$ cat src/rtl/iterative_alu_if.sv
// ============================================================================
// Module      : iterative_alu_if
// Description : Control-unit <-> ALU request/response bundle. Flag signals
//               exist only when ALU_FLAGS_EN is defined.
// Revision    : 1.0 - initial release
// ============================================================================
`default_nettype none

interface iterative_alu_if #(
    parameter int REG_SIZE = 8
) ();
    logic [1:0]          alu_operation;
    logic [REG_SIZE-1:0] alu_op1;
    logic [REG_SIZE-1:0] alu_op2;
    logic                alu_req;
    logic                alu_done;
    logic [REG_SIZE-1:0] alu_res;
    logic                alu_busy;
`ifdef ALU_FLAGS_EN
    logic                alu_zero;
    logic                alu_carry;
`endif

    modport master (
        output alu_operation, alu_op1, alu_op2, alu_req,
`ifdef ALU_FLAGS_EN
        input  alu_zero, alu_carry,
`endif
        input  alu_done, alu_res, alu_busy
    );

    modport slave (
        input  alu_operation, alu_op1, alu_op2, alu_req,
`ifdef ALU_FLAGS_EN
        output alu_zero, alu_carry,
`endif
        output alu_done, alu_res, alu_busy
    );
endinterface

`default_nettype wire

$ cat src/rtl/iterative_alu.sv
// ============================================================================
// Module      : iterative_alu
// Description : Handshaked ALU: single-cycle ADD/SUB, iterative shift-add MUL
//               and restoring DIV. Optional macro ALU_FLAGS_EN adds zero/carry.
// Revision    : 1.0 - initial release
// ============================================================================
`default_nettype none

module iterative_alu #(
    parameter int   REG_SIZE     = 8,
    parameter logic ACTIVE_RESET = 1'b1
) (
    input  wire logic      clk,
    input  wire logic      rst,
    iterative_alu_if.slave bus
);
    localparam int CW = $clog2(REG_SIZE + 1);
`ifdef ALU_FLAGS_EN
    localparam int ACC_W = 2 * REG_SIZE;
`else
    // Without flags the product's high half is never observable.
    localparam int ACC_W = REG_SIZE;
`endif

    localparam logic [1:0] c_OP_ADD = 2'b00;
    localparam logic [1:0] c_OP_SUB = 2'b01;
    localparam logic [1:0] c_OP_MUL = 2'b10;
    localparam logic [1:0] c_OP_DIV = 2'b11;

    typedef enum logic [1:0] {
        S_IDLE = 2'd0,
        S_CALC = 2'd1,
        S_DONE = 2'd2
    } state_t;

    state_t              r_state;
    logic [1:0]          r_op;
    logic [ACC_W-1:0]    r_mcand;
    logic [ACC_W-1:0]    r_acc;
    logic [REG_SIZE-1:0] r_b;
    logic [REG_SIZE-1:0] r_rem;
    logic [REG_SIZE-1:0] r_quo;
    logic [CW-1:0]       r_cnt;
    logic [REG_SIZE-1:0] r_res;
    logic                r_done;
    logic                r_busy;

    logic [REG_SIZE-1:0] w_sum;
    logic [REG_SIZE-1:0] w_diff;
    logic [ACC_W-1:0]    w_acc_nx;
    logic [REG_SIZE:0]   w_rem_sh;
    logic                w_ge;
    logic [REG_SIZE-1:0] w_rem_sub;
    logic [REG_SIZE-1:0] w_rem_nx;
    logic [REG_SIZE-1:0] w_quo_nx;
    logic [REG_SIZE-1:0] w_calc_res;

`ifdef ALU_FLAGS_EN
    logic                w_add_c;
    logic                r_zero;
    logic                r_carry;
    assign {w_add_c, w_sum} = {1'b0, bus.alu_op1} + {1'b0, bus.alu_op2};
    assign bus.alu_zero  = r_zero;
    assign bus.alu_carry = r_carry;
`else
    assign w_sum = bus.alu_op1 + bus.alu_op2;
`endif
    assign w_diff = bus.alu_op1 - bus.alu_op2;

    assign w_acc_nx  = r_b[0] ? (r_acc + r_mcand) : r_acc;
    assign w_rem_sh  = {r_rem, r_quo[REG_SIZE-1]};
    assign w_ge      = (w_rem_sh >= {1'b0, r_b});
    // Remainder after subtraction is below the divisor, so the low bits suffice.
    assign w_rem_sub = w_rem_sh[REG_SIZE-1:0] - r_b;
    assign w_rem_nx  = w_ge ? w_rem_sub : w_rem_sh[REG_SIZE-1:0];
    assign w_quo_nx  = {r_quo[REG_SIZE-2:0], w_ge};
    assign w_calc_res = (r_op == c_OP_MUL) ? w_acc_nx[REG_SIZE-1:0] : w_quo_nx;

    assign bus.alu_done = r_done;
    assign bus.alu_res  = r_res;
    assign bus.alu_busy = r_busy;

    always_ff @(posedge clk) begin
        if (rst == ACTIVE_RESET) begin
            r_state <= S_IDLE;
            r_op    <= '0;
            r_mcand <= '0;
            r_acc   <= '0;
            r_b     <= '0;
            r_rem   <= '0;
            r_quo   <= '0;
            r_cnt   <= '0;
            r_res   <= '0;
            r_done  <= 1'b0;
            r_busy  <= 1'b0;
`ifdef ALU_FLAGS_EN
            r_zero  <= 1'b0;
            r_carry <= 1'b0;
`endif
        end else begin
            r_done <= 1'b0;
            case (r_state)
                S_IDLE: begin
                    if (bus.alu_req) begin
                        r_op    <= bus.alu_operation;
                        r_mcand <= ACC_W'(bus.alu_op1);
                        r_b     <= bus.alu_op2;
                        r_quo   <= bus.alu_op1;
                        r_rem   <= '0;
                        r_acc   <= '0;
                        r_cnt   <= CW'(REG_SIZE);
                        r_busy  <= 1'b1;
                        if (bus.alu_operation == c_OP_ADD) begin
                            r_res   <= w_sum;
                            r_done  <= 1'b1;
                            r_state <= S_DONE;
`ifdef ALU_FLAGS_EN
                            r_zero  <= (w_sum == '0);
                            r_carry <= w_add_c;
`endif
                        end else if (bus.alu_operation == c_OP_SUB) begin
                            r_res   <= w_diff;
                            r_done  <= 1'b1;
                            r_state <= S_DONE;
`ifdef ALU_FLAGS_EN
                            r_zero  <= (w_diff == '0);
                            r_carry <= (bus.alu_op1 < bus.alu_op2);
`endif
                        end else if (bus.alu_operation == c_OP_DIV && bus.alu_op2 == '0) begin
                            r_res   <= '1;
                            r_done  <= 1'b1;
                            r_state <= S_DONE;
`ifdef ALU_FLAGS_EN
                            r_zero  <= 1'b0;
                            r_carry <= 1'b1;
`endif
                        end else begin
                            r_state <= S_CALC;
                        end
                    end
                end
                S_CALC: begin
                    r_acc   <= w_acc_nx;
                    r_mcand <= r_mcand << 1;
                    r_b     <= (r_op == c_OP_MUL) ? (r_b >> 1) : r_b;
                    r_rem   <= w_rem_nx;
                    r_quo   <= w_quo_nx;
                    r_cnt   <= r_cnt - CW'(1);
                    if (r_cnt == CW'(1)) begin
                        r_res   <= w_calc_res;
                        r_done  <= 1'b1;
                        r_state <= S_DONE;
`ifdef ALU_FLAGS_EN
                        r_zero  <= (w_calc_res == '0);
                        r_carry <= (r_op == c_OP_MUL) ? (|w_acc_nx[ACC_W-1:REG_SIZE]) : 1'b0;
`endif
                    end
                end
                S_DONE: begin
                    r_busy  <= 1'b0;
                    r_state <= S_IDLE;
                end
                default: begin
                    r_busy  <= 1'b0;
                    r_state <= S_IDLE;
                end
            endcase
        end
    end

endmodule

`default_nettype wire

$ cat src/flat_wrapper.sv
// flat-port wrapper written by rule: the top's interface ports become plain ports
module iterative_alu_flat 
#(
    parameter int   REG_SIZE     = 8,
    parameter logic ACTIVE_RESET = 1'b1
)
  (clk, rst, bus_alu_operation, bus_alu_op1, bus_alu_op2, bus_alu_req, bus_alu_done, bus_alu_res, bus_alu_busy);
  iterative_alu_if #(.REG_SIZE(REG_SIZE)) bus_i ();
  input  wire logic clk;
  input  wire logic rst;
  input wire logic [$bits(bus_i.alu_operation)-1:0] bus_alu_operation;
  input wire logic [$bits(bus_i.alu_op1)-1:0] bus_alu_op1;
  input wire logic [$bits(bus_i.alu_op2)-1:0] bus_alu_op2;
  input wire logic [$bits(bus_i.alu_req)-1:0] bus_alu_req;
  output wire logic [$bits(bus_i.alu_done)-1:0] bus_alu_done;
  output wire logic [$bits(bus_i.alu_res)-1:0] bus_alu_res;
  output wire logic [$bits(bus_i.alu_busy)-1:0] bus_alu_busy;
  assign bus_i.alu_operation = bus_alu_operation;
  assign bus_i.alu_op1 = bus_alu_op1;
  assign bus_i.alu_op2 = bus_alu_op2;
  assign bus_i.alu_req = bus_alu_req;
  assign bus_alu_done = bus_i.alu_done;
  assign bus_alu_res = bus_i.alu_res;
  assign bus_alu_busy = bus_i.alu_busy;
  iterative_alu #(.REG_SIZE(REG_SIZE), .ACTIVE_RESET(ACTIVE_RESET)) u_core (.clk(clk), .rst(rst), .bus(bus_i));
endmodule
$ cat config.mk
export PLATFORM = sky130hd
export DESIGN_NAME = iterative_alu_flat
export DESIGN_NICKNAME = d
export VERILOG_FILES = /design/src/rtl/iterative_alu_if.sv /design/src/rtl/iterative_alu.sv /design/src/flat_wrapper.sv
export SDC_FILE = /design/constraint.sdc
export NUM_CORES = 1
export LEC_CHECK = 0
export BUFFER_PORTS_ARGS = -buffer_cell sky130_fd_sc_hd__buf_4
export CAP_MARGIN = 20
export CORE_AREA = 2 2 79 81
export CTS_BUF_LIST = sky130_fd_sc_hd__clkbuf_2 sky130_fd_sc_hd__clkbuf_4 sky130_fd_sc_hd__clkbuf_8
export DETAILED_ROUTE_END_ITERATION = 6
export DIE_AREA = 0 0 81 83
export GPL_TIMING_DRIVEN = 0
export PLACE_DENSITY_LB_ADDON = 0.12
export SLEW_MARGIN = 40
export SYNTH_ARGS = -nofsm -noshare
export SYNTH_HDL_FRONTEND = slang
export SYNTH_SLANG_ARGS = --single-unit
$ cat constraint.sdc
create_clock -name clk -period 7.3 [get_ports clk]
set_clock_uncertainty 0.15 [all_clocks]
set_input_delay 1.46 -clock clk [delete_from_list [all_inputs] [get_ports clk]]
set_output_delay 1.46 -clock clk [all_outputs]
set_load 0.05 [all_outputs]
* After elaboration in Yosys (flattened, before gate mapping) *
Index checks and enable logic that the tools add are counted.

word-level totals
  flip-flop bits (word level) = 58
  ROM bits = 0
  input port bits = 21
  bits in latches = 0
  logic and storage cells = 72
  memories = 0
  memory bits (writable) = 0

operators by class
  mux-type cells = 34
  eq/ne operators = 9
  shift-type cells = 0
  $lt $le $gt $ge = 1
  reduce and logical (&&, ||, !) cells = 11
  $mul = 0
  divide/modulo/power cells = 0
  bitwise logic cells = 1
  add/subtract/negate cells = 5

operators by type and width
  operator             count
  $mux 8               12
  $pmux 8 s2           6
  $add 8x8->8          2
  $sub 8x8->8          2
  $mux 2               5
  $ge 9x8->1           1
  $logic_not 8->1      1
  $pmux 4 s2           1
  $reduce_and 2->1     4
  $mux 1               6
  $eq 2x1->1 const B   2
  $eq 2x2->1 const B   2
  $eq 4x1->1 const B   1
  $logic_not 2->1      2
  $mux 4               1
  $ne 2x1->1 const B   2
  $ne 4x1->1 const B   1
  $pmux 1 s2           2
  $pmux 2 s2           1
  $reduce_and 4->1     1
  $sub 4x1->4 const B  1
  $reduce_and 3->1     1
  $ne 2x2->1 const B   1
  $reduce_bool 2->1    1
  other kinds (2)      2

* Longest topological paths before layout *
Gate-level depths: netlist of run 1.

  depth after elaboration = 7
  depth in mapped cells = 10
  depth with buffers taken out = 10

* Worst setup path after synthesis of run 1 *
OpenSTA, ideal clock, no wires.

  path type = input -> register
  start = in bus_alu_op2[4]
  end = reg u_core.r_res[7], in the netlist u_core.bus.alu_res[7]
  arrival time = 2.993 ns
  stages = 10
  buffers on the path = 1
  required time = 7.028 ns
  slack = 4.035 ns
  cell sequence = inv_1 > ha_1 > buf_2 > and2_1 > o21a_1 > a41oi_1 > nand2_1 > or3_1 > a21oi_1 > o22ai_1

between the ends
  cells in the longest elaborated chain, start to end = 5

RTL lines
  what                    RTL line              text
  start: declaration      flat_wrapper.sv:13    input wire logic [$bits(bus_i.alu_op2)-1:0] bus_alu_op2;
  $sub 8x8->8             iterative_alu.sv:68   assign w_diff = bus.alu_op1 - bus.alu_op2;
  $mux 8                  iterative_alu.sv:121  end else if (bus.alu_operation == c_OP_SUB) begin
  $mux 8                  iterative_alu.sv:113  if (bus.alu_operation == c_OP_ADD) begin
  $mux 8                  iterative_alu.sv:104  if (bus.alu_req) begin
  $pmux 8 s2              iterative_alu.sv:102  case (r_state)
  end signal: assignment  iterative_alu.sv:114  r_res <= w_sum;
  end signal: assignment  iterative_alu.sv:122  r_res <= w_diff;
  end signal: assignment  iterative_alu.sv:150  r_res <= w_calc_res;
  end: declaration        iterative_alu.sv:44   logic [REG_SIZE-1:0] r_res;

Parallel ways exist; a longest one is shown, timed or not. The select of a mux whose other input is x is not followed.
A chain may end at the register's enable or synchronous reset.

* Worst setup path after layout of run 1 *
  start = in bus_alu_op1[0]
  end = reg u_core.r_res[6], in the netlist u_core.bus.alu_res[6]

between the ends
  cells in the longest elaborated chain, start to end = 5

RTL lines
  what                RTL line              text
  start: declaration  flat_wrapper.sv:12    input wire logic [$bits(bus_i.alu_op1)-1:0] bus_alu_op1;
  $sub 8x8->8         iterative_alu.sv:68
  $mux 8              iterative_alu.sv:121
  $mux 8 (*)          iterative_alu.sv:113
  $mux 8 (*)          iterative_alu.sv:104
  $pmux 8 s2 (*)      iterative_alu.sv:102

Every way passes the cells marked *; elsewhere a longest branch is shown, timed or not. The select of a mux whose other input is x is not followed.

==> summary.txt, run 1 <==
Worst setup path
  • Worst EP required: 7390 ps
  • CP startpoint kind: input port
  • Bufs and invs on worst path: 2
  • Crit path capture type: flop
  • CP max-delay cell: fa_1
  • Crit Path Class: in -> reg
  • CP cell instances: buf_4 -> inv_1 -> ha_1 -> fa_1 -> o21ai_0 -> a41oi_1 -> o41a_1 -> xor2_1 -> a2bb2oi_1 -> a32o_1
  • R2R cell count: 9
  • Max incr delay on CP: 400 ps
  • Top delay family on crit path: compound AO/OA/AOI/OAI gates
  • WP depth: 10
  • Worst-path maximum fanout: 4
  • Worst EP arrival: 3410 ps

Floorplan
  • Die Y: 83 µm
  • Initial Util: 65.4%
  • Core area: 5820 µm²
  • Die footprint: 6720 µm²
  • I/O Pins: 31
  • Die Span X: 81 µm
  • Site row count: 28

Clock tree
  • Clk buf depth: 2
  • Hold_buf cts: 0
  • Worst skew pair latency: 350 ps
  • CTS tree: built
  • Setup Buffers After CTS: 0
  • CTS resizes: 0
  • CTS H-Tree Depth: 3
  • Clock root cell: clkbuf_8
  • TritonCTS Sinks: 58
  • CTS clock-pin slew for the worst setup and hold paths: 70 ps
  • Num CTS Buffers: 9

Synthesis
  • Mean Syn Cell Area: 7.95 µm²
  • Ys async rst share: 0%
  • Mapped Cells: 478
  • Number of flops mapped to enable cells by yosys: 0
  • Mapped Nets: 534
  • FF+latch count, synth: 58
  • Ys flop type: dfxtp_1
  • Distinct cell type count of the synthesized netlist: 57
  • Sequential share of the synthesized area: 30.5%
  • Synth Cell Area: 3800 µm²
  • Synthesis Warnings: 0

Timing
  • Hold Violations, Final: 0
  • Least-Margin Pin Slew: 750 ps
  • Final TNS setup: 0 ps
  • Worst slew margin: 49.6%
  • RSZ-0062 raised after global routing: false
  • # setup viols final: 0
  • Slew Viols, Final: 0
  • Max frequency: 0.301 GHz
  • Fin crit share: 45.5%
  • Min Tclk post-route: 3320 ps

Global route
  • Vias in the first global route: 3480
  • First-pass GRT wire length: 16800 µm
  • Initial antenna violation count: 0
  • Largest net degree at the start of global routing: 12
  • Grt total ovfl: 0
  • Gr usage total: 32.1%

Cells and area
  • Area added between synthesis and finish: 12.7%
  • Nets: 573
  • ANT cells: 0
  • Filler Cell Count: 488
  • Layout cells sized above 1: 11.1%
  • Sequential standard cell area: 1160 µm²
  • Design area: 4280 µm²
  • Multi-input gate area: 2430 µm²
  • Final std cells w/o fill: 597

Placement
  • Placed standard-cell area: 4110 µm²
  • Routability Congestion: 0.902
  • Placed Cells: 581
  • Port buffer count: 28
  • HPWL after DPL: 7880 µm

Power and ir drop
  • VDD IR max: 0.147 mV
  • Leakage Power: 0.00178 µW
  • Switching power: 321 µW
  • Clock power share: 30.4%
  • Seq pwr share: 39.9%
  • Pwr Density: 209 nW/µm²
  • Sw Ratio: 35.8%
  • Internal power: 575 µW
  • Combinational share of power: 29.7%
  • Total power: 896 µW

Worst hold path
  • Worst Hold Class: reg -> reg
  • Hold depth: 2

Route
  • WL/cell: 17.2 µm
  • Total number of vias: 3701
  • DRC violations left: 0
  • Via density: 6.20
  • Drt pass-1 iters: 5
  • 1st-iter DRT viols: 457
  • Final WL: 10300 µm
  • DRT antenna net count: 0

Run status
  • Status: completed

Flow run
  • Max-Cap Viols: 0
==> cell usage in the layout, fill, tap and decap left out, types with 4 or more instances in the layout <==
cell type,synthesis,layout
a222oi_1,11,11
a22oi_1,7,7
buf_4,0,28
nand2b_1,7,7
o21ai_0,18,18
clkbuf_1,15,15
nand3_1,4,4
nand2_1,49,49
nor2_1,75,75
nor3b_1,4,4
a311oi_1,9,9
clkbuf_8,0,10
a21o_1,5,5
inv_1,25,25
xnor2_1,14,14
fa_1,4,4
nor3_1,6,6
buf_1,6,6
a211oi_1,4,4
buf_2,8,8
a21oi_1,35,35
mux2i_1,9,9
xor2_1,4,4
ha_1,31,31
nor4_1,4,4
a211o_1,4,4
and2_1,4,4
dfxtp_1,58,58
nor2b_1,12,12
==> power groups by stage <==
stage	Combinational [µW]	Sequential [µW]	Clock (µW)
2_1_floorplan	176	375	0
3_3_place_gp	254	363	0
3_5_place_dp	261	364	0
4_1_cts	263	357	271
5_1_grt	291	359	287
6_report	266	357	272
==> cells by family after synthesis <==
family | after synthesis | share of synthesized area, %
AO/OA/AOI/OAI | 127 | 24.0
XOR/XNOR | 18 | 4.15
adder cells (fa/ha/maj) | 35 | 12.3
buffers and inverters | 54 | 5.60
flip-flops | 58 | 30.5
multiplexers | 10 | 2.67
AND/OR/NAND/NOR | 176 | 20.8
==> final cells by class <==
cell class	instances	share of cell area, %
Multi-Input combinational cell	366	56.7
Sequential cell	58	27.1
Timing Repair Buffer	28	4.91
Clock buffer	10	3.21
Buffer	29	2.77
Inverter	25	2.19
Tap cell	75	2.19
Clock inverter	6	0.964
==> worst reg2reg max path, stage by stage, from the launching register on <==
cell	delay (ps)
dfxtp_1	330
ha_1	230
fa_1	430
a211oi_1	290
nor2_1	100
o21a_1	190
or3b_1	370
a31oi_1	250
a2bb2oi_1	190
a32o_1	170
==> flip-flops by register name (all words and copies together), names as in the netlist <==
register             count
u_core.r_cnt             4
u_core.bus.alu_busy      1
u_core.r_mcand           8
u_core.bus.alu_done      1
u_core.bus.alu_res       8
u_core.r_state           2
u_core.r_rem             8
u_core.r_b               8
u_core.r_quo             8
u_core.r_op              2
u_core.r_acc             8
==> cells in the mapped netlist (5+ instances only) <==
master	count	area, µm²
mux2i_1	9	90.1
clkbuf_1	15	56.3
o21ai_0	18	90.1
nand2b_1	7	43.8
a21oi_1	35	175
nand2_1	49	184
xnor2_1	14	123
dfxtp_1	58	1160
nor2_1	75	282
nor3_1	6	30.0
a222oi_1	11	110
nor2b_1	12	75.1
a311oi_1	9	78.8
a22oi_1	7	52.6
buf_2	8	40.0
a21o_1	5	37.5
ha_1	31	388
buf_1	6	22.5
inv_1	25	93.8
==> metal layers <==
layer | track usage (%) | part of all wire, % | vias up
met3 | 5.65 | 9.2 | 27
met1 | 43.2 | 42 | 1713
met4 | 11.1 | 2.4 | 0
met5 | 0 | 0 | -
met2 | 51.2 | 46 | 180
li1 | - | - | 1781
==> stage by stage <==
step / worst slack (ps) / hold slack [ps] / util [%]
global placement: 3660 / 295 / 70.6
detailed placement: 3640 / 305 / 70.6
floorplan: 4030 / 295 / -
global route: 3880 / 339 / 73.7
finish: 3980 / 317 / 73.7
CTS: 3990 / 319 / 73.7
==> path summary, 6_finish.rpt <==
| check | start | endpoint | slack, ps |
|---|---|---|---|
| worst max-delay path | bus_alu_op1[0] | u_core.bus.alu_res[6] | 3980 |
| worst min-delay path | u_core.bus.alu_res[3] | u_core.bus.alu_res[3] | 320 |
| worst max register to register | u_core.r_acc[0] | u_core.bus.alu_res[6] | 4550 |
| worst min register to register | u_core.bus.alu_res[3] | u_core.bus.alu_res[3] | 320 |
Power figures use the tool's default switching activity.
==> inputs of run 2 (changes only) <==
--- a/config.mk
+++ b/config.mk
@@ -7,10 +7,10 @@
 export LEC_CHECK = 0
 export BUFFER_PORTS_ARGS = -buffer_cell sky130_fd_sc_hd__buf_4
 export CAP_MARGIN = 20
-export CORE_AREA = 2 2 79 81
+export CORE_AREA = 2 2 86 88
 export CTS_BUF_LIST = sky130_fd_sc_hd__clkbuf_2 sky130_fd_sc_hd__clkbuf_4 sky130_fd_sc_hd__clkbuf_8
 export DETAILED_ROUTE_END_ITERATION = 6
-export DIE_AREA = 0 0 81 83
+export DIE_AREA = 0 0 88 90
 export GPL_TIMING_DRIVEN = 0
 export PLACE_DENSITY_LB_ADDON = 0.12
 export SLEW_MARGIN = 40
==> constraint.sdc (replaced) <==
create_clock -name clk -period 2.9 [get_ports clk]
set_clock_uncertainty 0.15 [all_clocks]
set_input_delay 0.58 -clock clk [delete_from_list [all_inputs] [get_ports clk]]
set_output_delay 0.58 -clock clk [all_outputs]
set_load 0.05 [all_outputs]
==> run 2 against run 1 <==
Via count fell by 2.1%. Die area rose by 18%. Final area rose by 2.1%. Core utilization fell by 11 points. Non-clock buffer count did not move. Combinational power rose by 150%. Largest cell class unchanged. Routed wire length fell by 0.48%. Clock power rose to 3.1 times the previous value. Critical path type is now reg -> reg. Register-to-register slack got worse by 4400 ps. Flip-flop and latch count did not move. Critical path depth fell by 1. First-iteration DRC count fell by 49%. Largest power group unchanged.
==> summary.txt, run 2 (synthesized netlist as in run 1, its figures left out) <==
Floorplan
  • Die Y: 90 µm
  • Die footprint: 7920 µm²
  • Initial Util: 54.1%
  • Die Span X: 88 µm
  • Core area: 7020 µm²
  • Site row count: 31
  • I/O Pins: 31

Timing
  • Hold Violations, Final: 0
  • Fin crit share: 94.0%
  • Hold WS: 316 ps
  • Max frequency: 0.367 GHz
  • RSZ-0062 raised after global routing: false
  • Least-Margin Pin Slew: 846 ps
  • Final TNS setup: 0 ps
  • Slew Viols, Final: 0
  • # setup viols final: 0
  • Worst slew margin: 43.1%
  • Min Tclk post-route: 2730 ps

Power and ir drop
  • Pwr Density: 549 nW/µm²
  • Switching power: 794 µW
  • Clock power share: 34.9%
  • Internal power: 1610 µW
  • VDD IR max: 0.393 mV
  • Seq pwr share: 37.5%
  • Leakage Power: 0.00181 µW
  • Sw Ratio: 33.1%
  • Combinational share of power: 27.6%

Route
  • WL/cell: 16.4 µm
  • Drt pass-1 iters: 6
  • Final WL: 10200 µm
  • Total number of vias: 3623
  • 1st-iter DRT viols: 231
  • DRC violations left: 0
  • DRT antenna net count: 0
  • Via density: 5.83

Clock tree
  • Clock root cell: clkbuf_8
  • Clk buf depth: 2
  • CTS tree: built
  • TritonCTS Sinks: 58
  • Hold_buf cts: 0
  • Worst skew pair latency: 340 ps
  • Num CTS Buffers: 9
  • CTS clock-pin slew for the worst setup and hold paths: 70 ps
  • CTS H-Tree Depth: 3

Worst setup path
  • Launch point of the worst reg-to-reg path: u_core.r_quo[7]
  • Worst-path maximum fanout: 10
  • Reg2reg end: u_core.r_rem[4]
  • Top delay family on crit path: compound AO/OA/AOI/OAI gates
  • Worst EP arrival: 2800 ps
  • Worst EP required: 2970 ps
  • R2R cell count: 9
  • Register-to-register setup slack: 170 ps
  • CP max-delay cell: o31ai_1
  • Crit path capture type: flop
  • CP startpoint kind: flop
  • Bufs and invs on worst path: 2
  • Crit Path Class: reg -> reg
  • CP cell instances: inv_1 -> ha_1 -> nand2b_1 -> a21o_1 -> a21oi_1 -> o31ai_1 -> buf_2 -> mux2i_1 -> o21ai_0
  • Max incr delay on CP: 720 ps

Global route
  • Largest net degree at the start of global routing: 11
  • Grt total ovfl: 0
  • Initial antenna violation count: 0
  • First-pass GRT wire length: 17000 µm
  • Gr usage total: 27.6%
  • Vias in the first global route: 3456

Cells and area
  • Filler Cell Count: 636
  • Design area: 4370 µm²
  • Layout cells sized above 1: 11.7%
  • ANT cells: 0
  • Nets: 573
  • Area added between synthesis and finish: 15.0%
  • Most frequent cells in the layout: 75 x nor2_1, 58 x dfxtp_1, 49 x nand2_1, 35 x a21oi_1, 31 x ha_1
  • Most common cell after layout, fill and taps aside: nor2_1

Worst hold path
  • Hold Path Sink: u_core.bus.alu_res[3]
  • Worst Hold Class: reg -> reg
  • Hold_sp: u_core.bus.alu_res[3]
  • Hold depth: 2

Placement
  • Port buffer count: 28
  • HPWL after DPL: 7690 µm
  • Routability Congestion: 0.886
  • Placed standard-cell area: 4140 µm²

Flow run
  • Max-Cap Viols: 0

Run status
  • Status: completed
## run 2: cell count changes in the layout (fill, tap and decap cells not counted)
cell	change
a211oi_1	-1
a211oi_2	+1
a31oi_1	-1
a31oi_2	+1
bufinv_16	+1
clkbuf_8	+3
clkinv_2	-2
clkinvlp_4	-1
fa_1	-1
fa_2	+1
inv_6	-1
## run 2: worst max-delay path by stage
| stage | startpoint | to | slack, ps | cells past startpoint |
|---|---|---|---|---|
| floorplan | u_core.r_acc[0] | u_core.bus.alu_res[6] | 440 | 9 |
| global placement | bus_alu_op2[0] | u_core.bus.alu_res[6] | 140 | 9 |
| detailed placement | bus_alu_op2[2] | u_core.bus.alu_res[7] | 140 | 11 |
| CTS | u_core.r_acc[0] | u_core.bus.alu_res[6] | 120 | 9 |
| global route | u_core.r_acc[0] | u_core.bus.alu_res[6] | 60 | 9 |
| finish | u_core.r_quo[7] | u_core.r_rem[4] | 170 | 9 |
## run 2: layout make-up
class / instances / area (µm²) / share of cell area, %
clock inverter: 3 / 45.0 / 1.03
multi-input combinational: 366 / 2440 / 55.8
buffer: 29 / 119 / 2.72
tap: 99 / 124 / 2.83
inverter: 25 / 93.8 / 2.15
timing repair buffer: 28 / 210 / 4.81
clock buffer: 13 / 179 / 4.09
sequential: 58 / 1160 / 26.6
## run 2: power groups by stage
stage,sequential [µW],clock (µW),combinational [µW]
after global routing,906,884,732
after floorplan,943,0,442
final,899,838,662
after CTS,898,846,657
after global placement,914,0,643
after detailed placement,915,0,654
## run 2: worst register-to-register path, cell delays in order (launching register included)
cell and delay (ps):
dfxtp_1 360, inv_1 60, ha_1 290, nand2b_1 100, a21o_1 110, a21oi_1 70
o31ai_1 720, buf_2 430, mux2i_1 230, o21ai_0 80
## run 2: metrics by stage
stage | utilization, % | setup WS (ps) | std cells | total power [µW]
after floorplan | - | 444 | 478 | 1390
after global placement | 58.9 | 145 | 605 | 1560
after detailed placement | 58.9 | 142 | 605 | 1570
after CTS | 62.1 | 121 | 621 | 2400
after global routing | 62.3 | 63.4 | 621 | 2520
final | 62.3 | 173 | 621 | 2400
## run 2: layer usage
| metal | global-route usage (%) | wire, µm |
|---|---|---|
| met4 | 13.3 | 318 |
| met5 | 0 | 0 |
| met3 | 3.76 | 518 |
| met1 | 37.5 | 4650 |
| met2 | 42.7 | 4720 |
## run 2: what timing repair did
item,in CTS,in global routing
buffers inserted,0,0
endpoints found under the setup margin,0,1
resized for setup,0,3
==> inputs of run 3 (changes only) <==
--- a/config.mk
+++ b/config.mk
@@ -5,12 +5,13 @@
 export SDC_FILE = /design/constraint.sdc
 export NUM_CORES = 1
 export LEC_CHECK = 0
+export ABC_AREA = 1
 export BUFFER_PORTS_ARGS = -buffer_cell sky130_fd_sc_hd__buf_4
 export CAP_MARGIN = 20
-export CORE_AREA = 2 2 86 88
+export CORE_AREA = 2 2 89 91
 export CTS_BUF_LIST = sky130_fd_sc_hd__clkbuf_2 sky130_fd_sc_hd__clkbuf_4 sky130_fd_sc_hd__clkbuf_8
 export DETAILED_ROUTE_END_ITERATION = 6
-export DIE_AREA = 0 0 88 90
+export DIE_AREA = 0 0 91 93
 export GPL_TIMING_DRIVEN = 0
 export PLACE_DENSITY_LB_ADDON = 0.12
 export SLEW_MARGIN = 40
==> run 3 against run 2 <==
Hold slack worse by 11 ps. Highest routed layer unchanged. Die area increased by 6.9%. Largest power group is now combinational cells. Synthesized cell count grew 36%. Via count increased by 19%. Total power up 15%. Core utilization rose by 0.83 points.
==> summary.txt, run 3 <==
Run status
  • Status: completed

Placement
  • HPWL after DPL: 8630 µm
  • Port buffer count: 29
  • Routability Congestion: 0.918
  • Placed Cells: 783
  • Placed standard-cell area: 4530 µm²

Clock tree
  • TritonCTS Sinks: 58
  • Num CTS Buffers: 9
  • Hold_buf cts: 0
  • Clock root cell: clkbuf_8
  • CTS clock-pin slew for the worst setup and hold paths: 80 ps
  • Worst skew pair latency: 350 ps
  • CTS H-Tree Depth: 3
  • CTS resizes: 0
  • Setup Buffers After CTS: 0
  • CTS tree: built
  • Clk buf depth: 2

Cells and area
  • Most common cell after layout, fill and taps aside: nand2_1
  • Design area: 4750 µm²
  • Layout cells sized above 1: 11.5%
  • Area added between synthesis and finish: 13.6%
  • ANT cells: 0
  • Nets: 748
  • Final std cells w/o fill: 799
  • Most frequent cells in the layout: 214 x nand2_1, 88 x inv_1, 58 x dfxtp_1, 49 x nand3_1, 43 x nor2_1

Worst setup path
  • Crit path capture type: flop
  • Reg2reg end: u_core.r_rem[6]
  • Worst EP arrival: 2340 ps
  • Worst Setup SP: u_core.r_b[4]
  • Top delay family on crit path: compound AO/OA/AOI/OAI gates
  • CP max-delay cell: a21oi_1
  • Worst EP required: 2960 ps
  • Launch point of the worst reg-to-reg path: u_core.r_b[4]
  • Worst-path maximum fanout: 7
  • Max incr delay on CP: 480 ps
  • Worst setup endpoint: u_core.r_rem[6]
  • CP cell instances: inv_1 -> ha_1 -> a21oi_2 -> o21ai_1 -> a21oi_1 -> nand4_1 -> nand3_1 -> a21oi_1
  • WP depth: 8
  • Most frequent cell on the critical path: a21oi_1
  • CP startpoint kind: flop
  • Register-to-register setup slack: 620 ps
  • Crit Path Class: reg -> reg
  • R2R cell count: 8
  • Bufs and invs on worst path: 1

Route
  • Drt pass-1 iters: 5
  • DRC violations left: 0
  • 1st-iter DRT viols: 266
  • DRT antenna net count: 0
  • Total number of vias: 4298
  • Final WL: 11200 µm
  • WL/cell: 14.0 µm
  • Via density: 5.38

Timing
  • Min Tclk post-route: 2280 ps
  • # setup viols final: 0
  • Fin crit share: 78.6%
  • Slew Viols, Final: 0
  • Least-Margin Pin Slew: 595 ps
  • Worst slew margin: 60.3%
  • Hold Violations, Final: 0
  • RSZ-0062 raised after global routing: false
  • Max frequency: 0.439 GHz
  • Final TNS setup: 0 ps
  • Hold WS: 305 ps

Power and ir drop
  • Leakage Power: 0.00238 µW
  • VDD IR max: 0.275 mV
  • Pwr Density: 580 nW/µm²
  • Total power: 2750 µW

Floorplan
  • Initial Util: 55.5%
  • Die Y: 93 µm
  • Site row count: 32
  • Die footprint: 8460 µm²
  • Die Span X: 91 µm
  • Core area: 7530 µm²
  • I/O Pins: 31

Synthesis
  • Top cells by area, synth: dfxtp_1 28%, nand2_1 19%, ha_1 9.3%
  • Synth top area share: 27.8%
  • Synth cell count leaders: 214 x nand2_1, 88 x inv_1, 58 x dfxtp_1
  • Sequential share of the synthesized area: 27.8%
  • Ys async rst share: 0%
  • Mean Syn Cell Area: 6.41 µm²
  • Area leader, netlist: dfxtp_1
  • FF+latch count, synth: 58
  • Number of flops mapped to enable cells by yosys: 0
  • Count leader, synth: nand2_1
  • Synthesis Warnings: 0
  • Mapped Nets: 708
  • Synth Cell Area: 4180 µm²
  • Mapped Cells: 652
  • Distinct cell type count of the synthesized netlist: 40
  • Ys flop type: dfxtp_1

Flow run
  • Max-Cap Viols: 0

Worst hold path
  • Worst Hold Class: reg -> reg

Global route
  • Grt total ovfl: 0
  • Gr usage total: 27.6%
  • Largest net degree at the start of global routing: 13
  • Vias in the first global route: 4059
  • First-pass GRT wire length: 18700 µm
  • Initial antenna violation count: 0
[run 3: cell count changes after synthesis, moves of 12 or more]
cell and delta:
a31oi_1 +17, inv_1 +63, nand2_1 +165, nand3_1 +45, nor2_1 -32, nor2b_1 -12
[run 3: power breakdown]
group / switching, µW / internal (µW)
Clock: 358 / 489
Sequential: 51.9 / 867
Combinational: 644 / 345
[run 3: metrics by stage]
step | setup slack (ps) | util, %
4_1_cts | 607 | 63.1
3_5_place_dp | 390 | 60.1
6_report | 621 | 63.1
3_3_place_gp | 408 | 60.1
2_1_floorplan | 856 | -
5_1_grt | 421 | 63.1
[run 3: metal layers]
metal  GRT usage (%)  vias up  routed length [µm]
li1                -     2172                   -
met1            35.9     1976                5110
met2            46.6      129                5230
met3            3.46       21                 570
met4            11.4        0                 247
met5               0        -                   0
[run 3: cell type report]
class | count | area, µm²
clock buffer | 9 | 124
clock inverter | 7 | 101
inverter | 94 | 353
multi-input combinational | 479 | 2570
timing repair buffer | 29 | 218
sequential | 58 | 1160
buffer | 21 | 97.6
fill | 771 | 2780
tap | 102 | 128
[run 3: how the worst min path moves through the flow]
stage | start | end | slack [ps] | cells past startpoint
floorplan | u_core.r_b[7] | u_core.r_b[7] | 300 | 2
global placement | u_core.bus.alu_busy | u_core.bus.alu_busy | 290 | 2
detailed placement | u_core.bus.alu_busy | u_core.bus.alu_busy | 300 | 2
CTS | u_core.bus.alu_busy | u_core.bus.alu_busy | 310 | 2
global route | u_core.bus.alu_busy | u_core.bus.alu_busy | 320 | 2
finish | u_core.bus.alu_busy | u_core.bus.alu_busy | 310 | 2
[run 3: cell families (layout without fill, tap and decap cells)]
group	after synthesis	in the layout	synth area share, %
compound gates	97	97	13.0
xor+xnor	11	11	2.30
flops	58	58	27.8
fa+ha+maj	35	35	11.2
mux	1	1	0.239
simple gates	335	335	34.7
buf+inv	115	160	10.8
[run 3: tightest hold or removal path: cells and delay by family (launching register included)]
family           cells  cell delay, ps
DFF                  1             310
and+or+nand+nor      2             110
